===== src/rtl/gb_cpu_interrupt_ctrl_if.sv =====
// Bus, command and dispatch signals between the CPU core and the interrupt controller.
interface gb_cpu_interrupt_ctrl_if;
    logic [4:0]  irq_in;
    logic [15:0] bus_addr;
    logic [7:0]  bus_wdata;
    logic        bus_wren;
    logic [7:0]  bus_rdata;
    logic        bus_rd_hit;
    logic        instr_boundary;
    logic        ei_cmd;
    logic        di_cmd;
    logic        reti_cmd;
    logic        halt_cmd;
    logic        ime;
    logic        halted;
    logic        halt_bug;
    logic        dispatch_active;
    logic [2:0]  dispatch_step;
    logic        write_interrupt_vector;
    logic [7:0]  interrupt_vector;

    modport master (
        output irq_in, bus_addr, bus_wdata, bus_wren,
        output instr_boundary, ei_cmd, di_cmd, reti_cmd, halt_cmd,
        input  bus_rdata, bus_rd_hit, ime, halted, halt_bug,
        input  dispatch_active, dispatch_step, write_interrupt_vector, interrupt_vector
    );

    modport slave (
        input  irq_in, bus_addr, bus_wdata, bus_wren,
        input  instr_boundary, ei_cmd, di_cmd, reti_cmd, halt_cmd,
        output bus_rdata, bus_rd_hit, ime, halted, halt_bug,
        output dispatch_active, dispatch_step, write_interrupt_vector, interrupt_vector
    );
endinterface


===== src/rtl/gb_cpu_interrupt_ctrl.sv =====
// Game Boy interrupt controller: IE/IF registers, IME with EI delay, HALT/wake
// handling and the multi-cycle dispatch sequencer feeding the register file.
module gb_cpu_interrupt_ctrl #(
    parameter int unsigned DISPATCH_CYCLES = 5,
    parameter logic [7:0]  VECTOR_BASE     = 8'h40
) (
    input  logic                     clk,
    input  logic                     reset,
    gb_cpu_interrupt_ctrl_if.slave   irq_bus
);
    typedef enum logic [1:0] {ST_RUN, ST_HALT, ST_DISPATCH} state_e;

    localparam logic [2:0] LAST_STEP    = 3'(DISPATCH_CYCLES - 1);
    localparam logic [2:0] RESOLVE_STEP = 3'(DISPATCH_CYCLES - 2);

    state_e     state_q, state_d;
    logic [2:0] step_q, step_d;
    logic [7:0] ie_q, ie_d;
    logic [4:0] if_q, if_d;
    logic       ime_q, ime_d;
    logic       ei_q, ei_d;
    logic [7:0] vec_q, vec_d;
    logic       halt_bug_q, halt_bug_d;

    logic       hit_ie, hit_if;
    logic [4:0] pending, if_clear;
    logic       ime_eff, sel_valid;
    logic [2:0] sel_idx;

    assign hit_ie  = irq_bus.bus_addr == 16'hFFFF;
    assign hit_if  = irq_bus.bus_addr == 16'hFF0F;
    assign pending = ie_q[4:0] & if_q[4:0];
    assign ime_eff = (ime_q | ei_q | irq_bus.reti_cmd) & ~irq_bus.di_cmd;

    assign irq_bus.bus_rd_hit = hit_ie | hit_if;
    assign irq_bus.bus_rdata  = hit_if ? {3'b111, if_q} : (hit_ie ? ie_q : 8'h00);
    assign irq_bus.ime                    = ime_q;
    assign irq_bus.halted                 = state_q == ST_HALT;
    assign irq_bus.halt_bug               = halt_bug_q;
    assign irq_bus.dispatch_active        = state_q == ST_DISPATCH;
    assign irq_bus.dispatch_step          = step_q;
    assign irq_bus.write_interrupt_vector = (state_q == ST_DISPATCH) && (step_q == LAST_STEP);
    assign irq_bus.interrupt_vector       = vec_q;

    // Lowest pending bit has highest priority.
    always_comb begin
        sel_valid = 1'b0;
        sel_idx   = '0;
        for (int unsigned i = 0; i < 5; i++) begin
            if (pending[i] && !sel_valid) begin
                sel_valid = 1'b1;
                sel_idx   = 3'(i);
            end
        end
    end

    always_comb begin
        state_d    = state_q;
        step_d     = step_q;
        vec_d      = vec_q;
        ime_d      = ime_q;
        ei_d       = ei_q;
        halt_bug_d = 1'b0;
        if_clear   = '0;

        case (state_q)
            ST_RUN: begin
                if (irq_bus.instr_boundary) begin
                    if (ei_q) begin
                        ime_d = 1'b1;
                        ei_d  = 1'b0;
                    end
                    if (irq_bus.ei_cmd)   ei_d  = 1'b1;
                    if (irq_bus.reti_cmd) ime_d = 1'b1;
                end
                if (irq_bus.di_cmd) begin
                    ime_d = 1'b0;
                    ei_d  = 1'b0;
                end
                // Dispatch entry overrides every IME update made above.
                if (irq_bus.instr_boundary && ime_eff && (pending != '0)) begin
                    state_d = ST_DISPATCH;
                    step_d  = '0;
                    ime_d   = 1'b0;
                    ei_d    = 1'b0;
                end else if (irq_bus.instr_boundary && irq_bus.halt_cmd) begin
                    if (!ime_q && (pending != '0)) halt_bug_d = 1'b1;
                    else                           state_d    = ST_HALT;
                end
            end
            ST_HALT: begin
                if (pending != '0) begin
                    if (ime_q) begin
                        state_d = ST_DISPATCH;
                        step_d  = '0;
                        ime_d   = 1'b0;
                        ei_d    = 1'b0;
                    end else begin
                        state_d = ST_RUN;
                    end
                end
            end
            ST_DISPATCH: begin
                if (step_q == RESOLVE_STEP) begin
                    if (sel_valid) begin
                        vec_d    = VECTOR_BASE + {2'b00, sel_idx, 3'b000};
                        if_clear = 5'(1) << sel_idx;
                    end else begin
                        vec_d = 8'h00;
                    end
                end
                if (step_q == LAST_STEP) begin
                    state_d = ST_RUN;
                    step_d  = '0;
                end else begin
                    step_d = step_q + 3'd1;
                end
            end
            default: state_d = ST_RUN;
        endcase
    end

    always_comb begin
        ie_d = (irq_bus.bus_wren && hit_ie) ? irq_bus.bus_wdata : ie_q;
        if_d = (((irq_bus.bus_wren && hit_if) ? irq_bus.bus_wdata[4:0] : if_q) & ~if_clear)
               | irq_bus.irq_in;
    end

    always_ff @(posedge clk) begin
        if (reset) begin
            state_q    <= ST_RUN;
            step_q     <= '0;
            ie_q       <= '0;
            if_q       <= 5'h01;
            ime_q      <= 1'b0;
            ei_q       <= 1'b0;
            vec_q      <= '0;
            halt_bug_q <= 1'b0;
        end else begin
            state_q    <= state_d;
            step_q     <= step_d;
            ie_q       <= ie_d;
            if_q       <= if_d;
            ime_q      <= ime_d;
            ei_q       <= ei_d;
            vec_q      <= vec_d;
            halt_bug_q <= halt_bug_d;
        end
    end
endmodule


===== src/flat_wrapper.sv =====
// flat-port wrapper written by rule: the top's interface ports become plain ports
module gb_cpu_interrupt_ctrl_flat 
#(
    parameter int unsigned DISPATCH_CYCLES = 5,
    parameter logic [7:0]  VECTOR_BASE     = 8'h40
)
  (clk, reset, irq_bus_irq_in, irq_bus_bus_addr, irq_bus_bus_wdata, irq_bus_bus_wren, irq_bus_instr_boundary, irq_bus_ei_cmd, irq_bus_di_cmd, irq_bus_reti_cmd, irq_bus_halt_cmd, irq_bus_bus_rdata, irq_bus_bus_rd_hit, irq_bus_ime, irq_bus_halted, irq_bus_halt_bug, irq_bus_dispatch_active, irq_bus_dispatch_step, irq_bus_write_interrupt_vector, irq_bus_interrupt_vector);
  gb_cpu_interrupt_ctrl_if irq_bus_i ();
  input  logic clk;
  input  logic reset;
  input wire logic [$bits(irq_bus_i.irq_in)-1:0] irq_bus_irq_in;
  input wire logic [$bits(irq_bus_i.bus_addr)-1:0] irq_bus_bus_addr;
  input wire logic [$bits(irq_bus_i.bus_wdata)-1:0] irq_bus_bus_wdata;
  input wire logic [$bits(irq_bus_i.bus_wren)-1:0] irq_bus_bus_wren;
  input wire logic [$bits(irq_bus_i.instr_boundary)-1:0] irq_bus_instr_boundary;
  input wire logic [$bits(irq_bus_i.ei_cmd)-1:0] irq_bus_ei_cmd;
  input wire logic [$bits(irq_bus_i.di_cmd)-1:0] irq_bus_di_cmd;
  input wire logic [$bits(irq_bus_i.reti_cmd)-1:0] irq_bus_reti_cmd;
  input wire logic [$bits(irq_bus_i.halt_cmd)-1:0] irq_bus_halt_cmd;
  output wire logic [$bits(irq_bus_i.bus_rdata)-1:0] irq_bus_bus_rdata;
  output wire logic [$bits(irq_bus_i.bus_rd_hit)-1:0] irq_bus_bus_rd_hit;
  output wire logic [$bits(irq_bus_i.ime)-1:0] irq_bus_ime;
  output wire logic [$bits(irq_bus_i.halted)-1:0] irq_bus_halted;
  output wire logic [$bits(irq_bus_i.halt_bug)-1:0] irq_bus_halt_bug;
  output wire logic [$bits(irq_bus_i.dispatch_active)-1:0] irq_bus_dispatch_active;
  output wire logic [$bits(irq_bus_i.dispatch_step)-1:0] irq_bus_dispatch_step;
  output wire logic [$bits(irq_bus_i.write_interrupt_vector)-1:0] irq_bus_write_interrupt_vector;
  output wire logic [$bits(irq_bus_i.interrupt_vector)-1:0] irq_bus_interrupt_vector;
  assign irq_bus_i.irq_in = irq_bus_irq_in;
  assign irq_bus_i.bus_addr = irq_bus_bus_addr;
  assign irq_bus_i.bus_wdata = irq_bus_bus_wdata;
  assign irq_bus_i.bus_wren = irq_bus_bus_wren;
  assign irq_bus_i.instr_boundary = irq_bus_instr_boundary;
  assign irq_bus_i.ei_cmd = irq_bus_ei_cmd;
  assign irq_bus_i.di_cmd = irq_bus_di_cmd;
  assign irq_bus_i.reti_cmd = irq_bus_reti_cmd;
  assign irq_bus_i.halt_cmd = irq_bus_halt_cmd;
  assign irq_bus_bus_rdata = irq_bus_i.bus_rdata;
  assign irq_bus_bus_rd_hit = irq_bus_i.bus_rd_hit;
  assign irq_bus_ime = irq_bus_i.ime;
  assign irq_bus_halted = irq_bus_i.halted;
  assign irq_bus_halt_bug = irq_bus_i.halt_bug;
  assign irq_bus_dispatch_active = irq_bus_i.dispatch_active;
  assign irq_bus_dispatch_step = irq_bus_i.dispatch_step;
  assign irq_bus_write_interrupt_vector = irq_bus_i.write_interrupt_vector;
  assign irq_bus_interrupt_vector = irq_bus_i.interrupt_vector;
  gb_cpu_interrupt_ctrl #(.DISPATCH_CYCLES(DISPATCH_CYCLES), .VECTOR_BASE(VECTOR_BASE)) u_core (.clk(clk), .reset(reset), .irq_bus(irq_bus_i));
endmodule

===== config.mk =====
export PLATFORM = sky130hd
export DESIGN_NAME = gb_cpu_interrupt_ctrl_flat
export DESIGN_NICKNAME = d
export VERILOG_FILES = /design/src/rtl/gb_cpu_interrupt_ctrl_if.sv /design/src/rtl/gb_cpu_interrupt_ctrl.sv /design/src/flat_wrapper.sv
export SDC_FILE = /design/constraint.sdc
export NUM_CORES = 1
export LEC_CHECK = 0
export ABC_AREA = 1
export CAP_MARGIN = 20
export CORE_MARGIN = 4
export CORE_UTILIZATION = 30
export DETAILED_ROUTE_END_ITERATION = 7
export GPL_TIMING_DRIVEN = 0
export PLACE_DENSITY = 0.62
export SKIP_CTS_REPAIR_TIMING = 1
export SYNTH_ARGS = -nofsm -noshare
export SYNTH_HDL_FRONTEND = slang
export SYNTH_SLANG_ARGS = --single-unit

===== constraint.sdc =====
create_clock -name clk -period 3.5 [get_ports clk]
set_input_delay 0.875 -clock clk [delete_from_list [all_inputs] [get_ports clk]]
set_output_delay 0.875 -clock clk [all_outputs]
set_load 0.005 [all_outputs]

* Yosys cells after proc, flatten, opt, wreduce, memory -nomap -nowiden
Index checks and enable logic that the tools add are counted.
** Cells by class
- Bitwise gates (word level) :: 11
- Multiplexer cells :: 43
- Shift-type cells :: 1
- Add/subtract/negate cells :: 2
- Eq/ne operators :: 14
- Reductions and logical operators :: 26
** Operator list (count)
- $eq 16x16->1 const B :: 2
- $mux 8 :: 3
- $mux 5 :: 4
- $mux 1 :: 19
- $mux 2 :: 8
- $reduce_and 4->1 :: 4
- $mux 3 :: 5
- $logic_and 1x1->1 :: 11
- $and 5x5->5 :: 2
- $pmux 3 s3 :: 1
- $add 7x6->8 const A :: 1
- $ne 2x1->1 const B :: 4
- $pmux 2 s3 :: 1
- $logic_not 1->1 :: 5
- $ne 5x3->1 const B :: 1
- $not 5->5 :: 1
- $or 5x5->5 :: 1
- $reduce_bool 5->1 :: 1
- $shl 1x3->5 const A :: 1
- $ne 4x3->1 const B :: 1
- $pmux 1 s2 :: 2
- $reduce_or 4->1 :: 1
- $add 3x1->3 const B :: 1
- $eq 3x2->1 const B :: 1
- other kinds (12) :: 16
** Storage, ports and cells
- Flip-flop bits (word level) :: 29
- Output and inout bits :: 25
- Logic and storage cells :: 105

* Longest topological paths before layout
- Word-level depth :: 21
- Mapped depth :: 11
- Depth with buffers taken out :: 11

* Worst setup path before layout
Ideal clock, no wire load.
- Path kind :: in2out
- From :: input irq_bus_bus_addr[13]
- To :: output irq_bus_bus_rdata[0]
- Path buffers :: 1
- Cell stages on the path :: 5
- Path slack :: 953 ps
- Required time :: 2625 ps
- Arrival time :: 1672 ps
- Path through :: nand4_1 -> nor2_4 -> buf_4 -> nand2_1 -> o21ai_0
** Between the ends
- Cells in the longest elaborated chain, start to end :: 3
** RTL lines
- from (decl) :: line flat_wrapper.sv:12 : input wire logic [$bits(irq_bus_i.bus_addr)-1:0] irq_bus_bus_addr;
- $eq 16x16->1 :: line gb_cpu_interrupt_ctrl.sv:30 : assign hit_ie = irq_bus.bus_addr == 16'hFFFF;
- $mux 8 :: line gb_cpu_interrupt_ctrl.sv:36 : assign irq_bus.bus_rdata = hit_if ? {3'b111, if_q} : (hit_ie ? ie_q : 8'h00);
- $mux 8 (*) :: line gb_cpu_interrupt_ctrl.sv:36
- to (decl) :: line flat_wrapper.sv:20 : output wire logic [$bits(irq_bus_i.bus_rdata)-1:0] irq_bus_bus_rdata;
Every way passes the cells marked *; elsewhere a longest branch is shown, timed or not.

* Worst setup path after layout
- From :: input irq_bus_bus_addr[8]
- To :: output irq_bus_bus_rdata[7]
The elaborated chain is that of the path after synthesis.

==> run metrics <==
cts bufs inserted=3; Final Max Slew Viols=0; Static Leak=between 0.001 and 0.0015 uW; GR Overflow Total=0; overall routed net length=between 4 and 5 mm; Crit. path cell count=7; unrepaired setup endpoints after global routing=yes; clk_skew=~0.0047 ns; Die ar.=0.00636 mm^2; global-route wire length before repair=approximately 6.6 mm; crit-path leading delay family=buffers and inverters; cells after synthesis=231; CP Buf/Inv Count=3; DRC Markers=0; post-DP HPWL=3.38 mm; initial core utilization=between 30% and 40%; Synth area leaders=dfxtp_1 32%, nand2_1 11%, nand3_1 7.4%, inv_1 6.8%, a21oi_1 5.2%; pin count of the biggest net entering global routing=15; # rows=25; area of the multi-input gates=881 um^2; share of layout cells above drive strength 1=14.2%; synth unique cells=31; Final Hold Viols=0; Worst Hold Slack=about 0.48 ns; Post-Syn Area=approximately 0.0015 mm^2; Register Area=~500 um^2; Die W=79.8 um; clk_lat worst skew=between 0.2 and 0.3 ns; Placed Cells incl. Taps=358; Reg clk slew, reported paths=roughly 0.090 ns; number of enable flip-flop cells after synthesis=0; Worst path slowest cell=clkdlybuf4s50_1; core box area=0.00485 mm^2; ys async rst share=0%; max frequency=a little under 300 MHz; Clock Path Buffers=2; Detail Route Antenna Nets=0; H-tree levels=1; Critical Path RT=around 2.6 ns; hold depth=2; status=completed; R2R depth=7; via count=approximately 1700; endpoint class of the critical path=primary output; critical-path cell list=clkdlybuf4s50_1 -> nand4_1 -> nor2_4 -> buf_4 -> nand3b_4 -> o21ai_1 -> clkdlybuf4s50_1; CTS Sinks=25; Hold Crit Class=flip-flop to flip-flop; register area share after synthesis=32.4%; Yosys top cell area share=between 30% and 40%; Peak VDD IR=~0.15 mV; mean area per synthesized cell=6.69 um^2; clk root buf=clkbuf_8; ant diodes=0; synthesized flop and latch total=25; IO buf count=57; Post-synth top flop=dfxtp_1; vias in the first global route=1520; max-cap viol count=0; initial antenna violation count=0; period utilization=98.0%; Crit path largest cell delay=between 0.5 and 0.6 ns; initial DRC count=93; Top Ports=between 60 and 70; startpoint types=input pin; critical path type=input pin to primary output; Layout Nets=roughly 340; post-route minimum period=approximately 3.4 ns; DRT Pass-1 Iters=4; routed vias/inst=4.50; GR Util All Layers=around 13%; CTS tree=built; Arr. time, crit path=2.55 ns; final setup vio count=0; Layout area overhead=52.1%; warnings from Yosys=0; power per cell area=between 200 and 300 mW/mm^2; Die H=approximately 80 um; crit-path most repeated cell=clkdlybuf4s50_1; Yosys top cell by area=dfxtp_1; Final Non-Filler Cells=roughly 370; GPL Wtd Cong=about 0.77; fillers=roughly 490; largest fanout on the critical path=5; routed len/inst=about 11 um
[registers in the layout, indices dropped and copies added, names as in the netlist]
register	count
u_core.ie_q	8
u_core.if_q	5
u_core.irq_bus.interrupt_vector	4
u_core.irq_bus.dispatch_step	3
u_core.state_q	2
u_core.ei_q	1
u_core.irq_bus.halt_bug	1
u_core.irq_bus.ime	1
[worst paths after layout]
| path | from | endpoint | slack [ns] |
|---|---|---|---|
| setup / recovery | irq_bus_bus_addr[8] | irq_bus_bus_rdata[7] | 0.07 |
| hold / removal | u_core.irq_bus.interrupt_vector[5] | u_core.irq_bus.interrupt_vector[5] | 0.48 |
| setup reg to reg | u_core.irq_bus.dispatch_step[0] | u_core.if_q[4] | 2.07 |
| hold reg to reg | u_core.irq_bus.interrupt_vector[5] | u_core.irq_bus.interrupt_vector[5] | 0.48 |
[stage by stage]
stage               TNS [ns]  utilization [%]  total power [uW]  setup WS [ns]  cell area, um^2
floorplan                  0                -               401          0.953             1560
global placement       -1.74             45.6               476         -0.267             2210
detailed placement     -1.46             45.6               477         -0.247             2210
CTS                    -1.55             46.6               649         -0.249             2260
global route         -0.0622             48.5               685        -0.0622             2350
finish                     0             48.5               645         0.0701             2350
[where the power goes]
group | internal (uW) | leakage (uW) | switching [uW]
combinational | 81.6 | 0.000945 | 80.4
sequential | 297 | 0.000203 | 13.5
clock | 79.6 | 0.0000255 | 93.3
total | 458 | 0.00117 | 187
[cells by family after synthesis]
logic type	after synthesis	synth area share, %
fa+ha+maj	3	2.43
simple gates	119	39.4
compound gates	38	13.0
flops	25	32.4
buf+inv	45	12.6
other cells	1	0.243
[placed cells by master, fill, tap and decap left out, types with 4 or more instances in the layout]
| cell type | instances |
|---|---|
| nand4_1 | 7 |
| conb_1 | 4 |
| nand3_1 | 23 |
| nor2_4 | 4 |
| inv_2 | 9 |
| dfxtp_1 | 25 |
| dlymetal6s2s_1 | 7 |
| clkdlybuf4s50_1 | 50 |
| nor3_1 | 4 |
| o21ai_1 | 14 |
| nand2_1 | 46 |
| nor2_1 | 21 |
| inv_1 | 28 |
| a21oi_1 | 16 |
| buf_4 | 11 |
[tightest hold or removal path, cell delays in order, from the launching register on]
cell and delay [ns]:
dfxtp_1 0.32, nand2_1 0.06, a21oi_1 0.06
[area by class of cell]
cell class | count | share of cell area (%)
Multi-Input combinational cell | 164 | 37.5
Clock inverter | 1 | 0.213
Clock buffer | 3 | 1.76
Timing Repair Buffer | 64 | 27.2
Buffer | 8 | 2.55
Inverter | 37 | 5.91
Tap cell | 67 | 3.57
Sequential cell | 25 | 21.3
[cell usage after synthesis (2+ instances only)]
master / n
nand2_1: 47
inv_1: 28
dfxtp_1: 25
nand3_1: 23
nor2_1: 21
a21oi_1: 16
o21ai_0: 10
inv_2: 9
o21ai_1: 8
nand4_1: 7
buf_4: 5
nor2_4: 4
nor3_1: 4
ha_1: 3
nand2_2: 3
clkbuf_1: 2
nor2_2: 2
[metal layers]
metal	vias up	global-route usage, %	wire length (um)
li1	886	-	-
met1	735	17.2	2040
met2	34	21.2	1940
met3	4	2.03	150
met4	0	3.72	35
met5	-	0	0
No activity file was read; power rests on OpenSTA's default activity.
